## src/rtl/ex_muldiv_unit.sv

```systemverilog
// Iterative WIDTH-bit multiply/divide unit owning HI/LO, fed from the ID/EX register.
// Build option MULDIV_EARLY_EXIT_EN: multiplies stop once the remaining multiplier bits are all zero.
module ex_muldiv_unit #(
   parameter int WIDTH = 32,
   parameter int CNT_W = 6
) (
   input  logic             clk,
   input  logic             rst_n,
   input  logic             iValid,
   input  logic [5:0]       iFun,
   input  logic [WIDTH-1:0] iRegOut1,
   input  logic [WIDTH-1:0] iRegOut2,
   output logic             oStall,
   output logic             oBusy,
   output logic             oDone,
   output logic [WIDTH-1:0] oHi,
   output logic [WIDTH-1:0] oLo,
   output logic [WIDTH-1:0] oMfData
);
   // state | meaning
   // IDLE  | waiting for an op; MTHI/MTLO write and MFHI/MFLO read here
   // BUSY  | one shift-add or restoring-divide step per cycle
   // FIX   | sign correction and HI/LO write; oDone pulses the next cycle

   localparam logic [5:0] FUN_MFHI  = 6'h10;
   localparam logic [5:0] FUN_MTHI  = 6'h11;
   localparam logic [5:0] FUN_MFLO  = 6'h12;
   localparam logic [5:0] FUN_MTLO  = 6'h13;
   localparam logic [5:0] FUN_MULT  = 6'h18;
   localparam logic [5:0] FUN_MULTU = 6'h19;
   localparam logic [5:0] FUN_DIV   = 6'h1A;
   localparam logic [5:0] FUN_DIVU  = 6'h1B;

   typedef enum logic [1:0] {
      IDLE = 2'd0,
      BUSY = 2'd1,
      FIX  = 2'd2
   } stateT;

   stateT state, stateNext;

   logic [CNT_W-1:0]   cnt;
   logic               isMul;
   logic               divZero;
   logic               negRes;
   logic               negRem;
   logic [2*WIDTH-1:0] mcand;
   logic [WIDTH-1:0]   opB;
   logic [WIDTH-1:0]   accHi;
   logic [WIDTH-1:0]   accLo;
   logic [WIDTH-1:0]   hiReg;
   logic [WIDTH-1:0]   loReg;
   logic               doneReg;
   logic               busyReg;

   logic               funMul, funDiv, funMove, funInSet, signedOp;
   logic               signA, signB, rtZero, startOp, lastIter, earlyExit;
   logic [WIDTH-1:0]   absA, absB;
   logic [2*WIDTH-1:0] accSum, prodFix;
   logic [WIDTH:0]     remShift, remDiff;

   assign funMul   = (iFun == FUN_MULT) || (iFun == FUN_MULTU);
   assign funDiv   = (iFun == FUN_DIV)  || (iFun == FUN_DIVU);
   assign funMove  = (iFun == FUN_MFHI) || (iFun == FUN_MFLO) ||
                     (iFun == FUN_MTHI) || (iFun == FUN_MTLO);
   assign funInSet = funMul | funDiv | funMove;
   assign signedOp = (iFun == FUN_MULT) || (iFun == FUN_DIV);

   // Magnitudes are iterated on; signs are reapplied in FIX
   assign signA   = signedOp & iRegOut1[WIDTH-1];
   assign signB   = signedOp & iRegOut2[WIDTH-1];
   assign absA    = signA ? (~iRegOut1 + 1'b1) : iRegOut1;
   assign absB    = signB ? (~iRegOut2 + 1'b1) : iRegOut2;
   assign rtZero  = (iRegOut2 == '0);
   assign startOp = (state == IDLE) & iValid & (funMul | funDiv);

   assign lastIter = (cnt == CNT_W'(WIDTH - 1));
   assign accSum   = {accHi, accLo} + mcand;
   assign remShift = {accHi, accLo[WIDTH-1]};
   assign remDiff  = remShift - {1'b0, opB};
   assign prodFix  = negRes ? (~{accHi, accLo} + 1'b1) : {accHi, accLo};

`ifdef MULDIV_EARLY_EXIT_EN
   // opB still holds the bit consumed this cycle, so look only above it
   assign earlyExit = isMul & (opB[WIDTH-1:1] == '0);
`else
   assign earlyExit = 1'b0;
`endif

   assign oStall = iValid & funInSet & busyReg;
   assign oBusy  = busyReg;
   assign oDone  = doneReg;
   assign oHi    = hiReg;
   assign oLo    = loReg;

   always_comb begin
      oMfData = '0;
      if (iValid && iFun == FUN_MFHI) begin
         oMfData = hiReg;
      end else if (iValid && iFun == FUN_MFLO) begin
         oMfData = loReg;
      end
   end

   always_ff @(posedge clk or negedge rst_n) begin
      if (!rst_n) begin
         state <= IDLE;
      end else begin
         state <= stateNext;
      end
   end

   always_comb begin
      stateNext = state;
      case (state)
         IDLE: begin
            if (startOp) begin
               stateNext = (funDiv && rtZero) ? FIX : BUSY;
            end
         end
         BUSY: begin
            if (lastIter || earlyExit) begin
               stateNext = FIX;
            end
         end
         FIX:     stateNext = IDLE;
         default: stateNext = IDLE;
      endcase
   end

   always_ff @(posedge clk or negedge rst_n) begin
      if (!rst_n) begin
         cnt     <= '0;
         isMul   <= 1'b0;
         divZero <= 1'b0;
         negRes  <= 1'b0;
         negRem  <= 1'b0;
         mcand   <= '0;
         opB     <= '0;
         accHi   <= '0;
         accLo   <= '0;
         hiReg   <= '0;
         loReg   <= '0;
         doneReg <= 1'b0;
         busyReg <= 1'b0;
      end else begin
         doneReg <= 1'b0;
         busyReg <= (stateNext != IDLE);
         case (state)
            IDLE: begin
               if (startOp) begin
                  cnt     <= '0;
                  isMul   <= funMul;
                  divZero <= funDiv & rtZero;
                  negRes  <= signA ^ signB;
                  negRem  <= signA;
                  mcand   <= funMul ? {{WIDTH{1'b0}}, absA} : '0;
                  opB     <= absB;
                  // A zero divisor skips BUSY; the raw dividend rides in accHi to FIX
                  accHi   <= (funDiv && rtZero) ? iRegOut1 : '0;
                  accLo   <= funMul ? '0 : absA;
               end else if (iValid && iFun == FUN_MTHI) begin
                  hiReg <= iRegOut1;
               end else if (iValid && iFun == FUN_MTLO) begin
                  loReg <= iRegOut1;
               end
            end
            BUSY: begin
               cnt <= cnt + 1'b1;
               if (isMul) begin
                  if (opB[0]) begin
                     {accHi, accLo} <= accSum;
                  end
                  mcand <= mcand << 1;
                  opB   <= opB >> 1;
               end else if (!remDiff[WIDTH]) begin
                  accHi <= remDiff[WIDTH-1:0];
                  accLo <= {accLo[WIDTH-2:0], 1'b1};
               end else begin
                  accHi <= remShift[WIDTH-1:0];
                  accLo <= {accLo[WIDTH-2:0], 1'b0};
               end
            end
            FIX: begin
               doneReg <= 1'b1;
               if (divZero) begin
                  hiReg <= accHi;
                  loReg <= '1;
               end else if (isMul) begin
                  {hiReg, loReg} <= prodFix;
               end else begin
                  loReg <= negRes ? (~accLo + 1'b1) : accLo;
                  hiReg <= negRem ? (~accHi + 1'b1) : accHi;
               end
            end
            default: ;
         endcase
      end
   end

endmodule

```

## config.mk

```make
export PLATFORM = sky130hd
export DESIGN_NAME = ex_muldiv_unit
export DESIGN_NICKNAME = d
export VERILOG_FILES = /design/src/rtl/ex_muldiv_unit.sv
export SDC_FILE = /design/constraint.sdc
export NUM_CORES = 1
export LEC_CHECK = 0
export CELL_PAD_IN_SITES_DETAIL_PLACEMENT = 0
export CELL_PAD_IN_SITES_GLOBAL_PLACEMENT = 1
export CORE_ASPECT_RATIO = 0.7
export CORE_MARGIN = 3
export CORE_UTILIZATION = 48
export CTS_BUF_LIST = sky130_fd_sc_hd__clkbuf_16
export DETAILED_ROUTE_END_ITERATION = 12
export GPL_ROUTABILITY_DRIVEN = 0
export GPL_TIMING_DRIVEN = 0
export PLACE_DENSITY = 0.95
export REMOVE_ABC_BUFFERS = 1
export SLEW_MARGIN = 40
export SYNTH_ARGS = -nofsm -noshare
export SYNTH_HDL_FRONTEND = slang
export SYNTH_SLANG_ARGS = --single-unit
```

## constraint.sdc

```tcl
create_clock -name clk -period 7.05 [get_ports clk]
set_input_delay 1.41 -clock clk [delete_from_list [all_inputs] [get_ports clk]]
set_output_delay 1.41 -clock clk [all_outputs]
set_load 0.005 [all_outputs]
```

## Word-level counts from Yosys, hierarchy flattened

Cells that the tools add are included.

| storage, ports and cells | value |
|---|---|
| bits in registers | 238 |
| output and inout port bits | 99 |

| operators by class | value |
|---|---|
| add/sub/neg operators | 8 |
| equal/unequal tests | 18 |
| mux-type cells | 44 |
| bitwise gates (word level) | 15 |
| reductions and logical operators | 22 |

Operator list:

| operator | number |
|---|---|
| two-way mux 32 bit | 27 |
| case mux 32 bit (2 select lines) | 5 |
| two-way mux 64 bit | 3 |
| adder 32 x 1 -> 32 bit, second input constant | 4 |
| NOT 32 bit | 4 |
| case mux 64 bit (2 select lines) | 1 |
| adder 64 x 1 -> 64 bit, second input constant | 1 |
| adder 64 bit | 1 |
| NOT 64 bit | 1 |
| == test 6 x 5 -> 1 bit, second input constant | 9 |
| subtractor 33 x 32 -> 33 bit | 1 |
| zero test 32 bit | 1 |
| case mux 6 bit (2 select lines) | 1 |
| AND reduction 3 bit | 3 |
| inequality test 2 bit, second input constant | 4 |
| AND 1 bit | 7 |
| adder 6 x 1 -> 6 bit, second input constant | 1 |
| logical OR 1 bit | 6 |
| two-way mux 2 bit | 3 |
| two-way mux 6 bit | 1 |
| nonzero test 2 bit | 3 |
| logical AND 1 bit | 5 |
| inequality test 2 x 1 -> 1 bit, second input constant | 2 |
| case mux 2 bit (2 select lines) | 1 |
| 9 further kinds | 12 |

## Logic depth before layout (Yosys ltp)

| logic depth | value |
|---|---|
| word-level depth | 7 |
| mapped depth | 15 |

## Worst setup path before layout

OpenSTA, ideal clock, no wires.

| timing | value |
|---|---|
| path type | input port to output port |
| from | in iFun[2] |
| to | out oMfData[10] |
| arrival time | 2.666 ns |
| path slack | 2.974 ns |
| cell stages on the path | 6 |
| path buffers | 2 |
| cells stage by stage | nor3b_1 -> nand2_1 -> or3_1 -> clkbuf_1 -> clkbuf_1 -> nor2_1 |

| between the ends | value |
|---|---|
| cells in the longest elaborated chain, start to end | 4 |
| elaborated cells on any way between the ends | 6 |
| classes of those cells | eq/ne (2); mux (2); reduce/logical (2) |

Ends and longest elaborated chain:

| what | RTL line | source |
|---|---|---|
| from (decl) | 10 | `input logic [5:0] iFun,` |
| == test 6 x 5 -> 1 bit | 100 | `end else if (iValid && iFun == FUN_MFLO) begin` |
| logical AND 1 bit | 100 |  |
| two-way mux 32 bit | 100 |  |
| two-way mux 32 bit (*) | 98 | `if (iValid && iFun == FUN_MFHI) begin` |
| to (decl) | 18 | `output logic [WIDTH-1:0] oMfData` |

Mark *: on every way between the ends. The rest lies on a longest branch, timed or not.

## Worst setup path after layout

| timing | value |
|---|---|
| from | in iFun[4] |
| to | out oMfData[26] |

The elaborated chain is that of the path after synthesis.

==> results.toml <==
[power_and_ir_drop]
pwr-share-comb_pct = 64.2
power_density_nw_per_um2 = 491
seqPwrFrac_pct = 24.4
p_leak_uw = 0.00997
peakVddDrop_mv = 0.261
power.share.switching_pct = 52.3
power_switching_uw = 6150
p_int_uw = 5600
power.clock.fraction_pct = 11.5

[detailed_routing]
vias = 22100
wirelength_mm = 80.5
remaining_drc_errors = 0
first_pass_iters = 9
detail_route.wl_per_cell_microns = 24.6
vias_per_cell = 6.78
drt_iter0_drc = 3487
drtAntennaViolNets = 0

[clocking]
clkSinkCount = 238
cts_tree = "built"
cts_made_buffers = 26
ctsResizeCount = 0
path_clk_slew_ps = 60
cts_htree_levels = 1
clock_tree.root_cell = "clkbuf_16"
cts.path.max_buffers = 3
cts_hold_buf = 0
post_cts_buffers = 0
clk_latency_ps = 580

[synth]
ys_ff_latch = 238
synthMuxAreaShare_pct = 4.76
synth.distinct_cells = 88
synth_simple_gate_area_share_pct = 20.3
yosys_warnings = 0
postSynthAreaPerCell_sq_um = 7.80
synth_top_family_by_area = "compound AO/OA/AOI/OAI gates"
synthAdderAreaFrac_pct = 6.28
synthXorXnorAreaFrac_pct = 8.27
synthCells = 2638
synthArstFlopShare_pct = 100
ys.flop_type = "dfrtp_1"
syn-cell-area_sq_um = 20600
synth-compound-area-share_pct = 26.7
synth-edff-count = 0
yosysSeqAreaShare_pct = 29.0

[grt]
gr-total-overflow = 0
first_global_vias = 20100
grt_max_degree = 74
grt_use_total_pct = 34.5
grt_pass1_wl_mm = 122
antenna_found_initial = 0

[floorplanning]
core_sq_um = 41700
rows = 62
die_y_microns = 179
die_area_sq_um = 45400
die_x_microns = 253
io_pins = 172
initial_core_util_pct = 49.4

[cells_and_area]
fin_cells = 3266
syn_to_final_growth_pct = 16.3
fin_nets = 2879
regArea_sq_um = 5960
multi_input_area_sq_um = 13800
drive_gt1_share_pct = 5.11
fillCellCount = 3717

[sta]
setup_viol = 0
holdWs_ps = 512
finalMaxSlewViolations = 0
fmaxAchievable_mhz = 190
fin_skew_ps = 21.5
rsz0062_at_grt = "no"
hold_viol_final = 0
fin_crit_ps = 5270
setup_tns_ps = 0
worst_pin_slew_ps = 889
slew_headroom_pct = 40.2
min_period_over_period_pct = 74.8

[worst_setup_path]
criticalPathCategory = "primary input to output pin"
cp-start-kind = "primary input"
critPathCaptureType = "output pin"
cp_max_fo = 32
crit_arrival_ps = 3860
required_ps = 5640

[placed_design]
place_hpwl_mm = 59.9
port_buffers = 171
dp.cells = 3219

[job]
drv_cap = 0

[run_status]
status = "completed"

[min_path]
hold_class = "register to register"
-- power by group through the flow --
stage / Combinational [uW] / Sequential [uW] / Clock (uW)
floorplan: 5140 / 2420 / 0
global route: 8130 / 2890 / 1410
CTS: 7240 / 2790 / 1350
global placement: 6830 / 2790 / 0
finish: 7540 / 2860 / 1350
detailed placement: 7180 / 2810 / 0
-- worst max-delay path: stages --
cell             delay, ps
clkdlybuf4s50_1        440
nor3b_1                450
nand2_1                230
or3_4                  610
nor2_1                 190
clkdlybuf4s50_1        520
-- cell families (layout without fill, tap and decap cells) --
group / count (synthesis) / count (layout)
other: 0 / 1
AO/OA/AOI/OAI: 866 / 866
multiplexers: 97 / 97
adder cells (fa/ha/maj): 102 / 102
buffers and inverters: 252 / 335
XOR/XNOR: 192 / 192
flip-flops: 238 / 238
AND/OR/NAND/NOR: 891 / 891
-- per-stage QoR --
| stage | worst slack, ps | util, % | cell area (sq um) | power [uW] |
|---|---|---|---|---|
| final | 1780 | 57.4 | 23900 | 11800 |
| after global routing | 1580 | 57.4 | 23900 | 12400 |
| after CTS | 1760 | 57.4 | 23900 | 11400 |
| after detailed placement | 1770 | 55.5 | 23100 | 9990 |
| after global placement | -5810 | 53.5 | 22300 | 9620 |
| after floorplan | 1010 | - | 19900 | 7560 |
-- path summary, 6_finish.rpt --
kind | start | endpoint | slack (ps) | cells past startpoint
min | mcand[57] | mcand[58] | 510 | 2
min reg2reg | mcand[57] | mcand[58] | 510 | 2
min in group asynchronous | rst_n | cnt[2] | 680 | 1
max | iFun[4] | oMfData[26] | 1780 | 6
max in group asynchronous | rst_n | mcand[29] | 5260 | 3
max reg2reg | accLo[31] | accHi[7] | 2660 | 14
-- synth_stat cells, types with 6 or more instances --
| library cell | instances | share of area [%] |
|---|---|---|
| or4_1 | 13 | 0.47 |
| o31ai_1 | 21 | 0.77 |
| dfrtp_1 | 238 | 29 |
| or3_1 | 27 | 0.82 |
| inv_1 | 79 | 1.4 |
| a21o_1 | 42 | 1.5 |
| mux2_2 | 6 | 0.33 |
| o41ai_1 | 9 | 0.38 |
| a221oi_1 | 29 | 1.2 |
| nand2b_1 | 19 | 0.58 |
| o21a_1 | 28 | 1.0 |
| clkbuf_1 | 150 | 2.7 |
| and3_1 | 15 | 0.46 |
| nor2b_1 | 11 | 0.33 |
| o22ai_1 | 14 | 0.43 |
| mux2i_1 | 91 | 4.4 |
| o21bai_1 | 15 | 0.55 |
| o21ai_0 | 209 | 5.1 |
| a211oi_1 | 35 | 1.3 |
| a22oi_1 | 51 | 1.9 |
| o211ai_1 | 43 | 1.6 |
| ha_1 | 100 | 6.1 |
| nor3_1 | 52 | 1.3 |
| nor4_1 | 20 | 0.61 |
| xnor2_1 | 91 | 3.9 |
| nand2_1 | 308 | 5.6 |
| o21ai_1 | 10 | 0.24 |
| buf_1 | 12 | 0.22 |
| o221ai_1 | 26 | 1.1 |
| a31oi_1 | 25 | 0.76 |
| nand4_1 | 32 | 0.97 |
| a21oi_1 | 252 | 6.1 |
| nand3_1 | 73 | 1.8 |
| and2_1 | 11 | 0.33 |
| buf_2 | 7 | 0.17 |
| nor2_1 | 270 | 4.9 |
| xor2_1 | 100 | 4.3 |
-- placed cells by master (no fill, tap or decap), drive strengths merged, types with 29 or more instances in the layout --
master / netlist / final
a211oi: 35 / 35
a22oi: 51 / 51
buf: 21 / 41
xor2: 101 / 101
nand4: 32 / 32
dfrtp: 238 / 238
mux2i: 91 / 91
clkdlybuf4s50: 0 / 169
nor2: 270 / 270
ha: 100 / 100
xnor2: 91 / 91
inv: 80 / 85
o211ai: 44 / 44
a21oi: 253 / 253
nand3: 73 / 73
a21o: 42 / 42
nor3: 54 / 54
nand2: 308 / 308
o21ai: 219 / 219
a221oi: 29 / 29
-- metal layers --
metal	wire [microns]	track usage, %	vias to the layer above	share of wire (%)
met2	31600	47.7	1597	39
met5	0	0	-	0
met3	11200	9.99	294	14
li1	-	-	9754	-
met1	33700	50.0	10500	42
met4	4020	13.8	0	5.0
-- state kept, by name, summed over array words and instances (netlist names) --
name,cells
mcand,64
accHi,32
accLo,32
oHi,32
oLo,32
opB,32
cnt,6
state,2
divZero,1
isMul,1
negRem,1
negRes,1
oBusy,1
oDone,1
-- cell type report --
class	instances	area share (%)
antenna	1	0.0105
timing repair buffer	210	9.94
tap	544	2.85
multi-input combinational	2148	57.7
clock buffer	26	2.72
clock inverter	19	0.586
sequential	238	24.9
inverter	80	1.26
(Power assumes the default switching activity.)
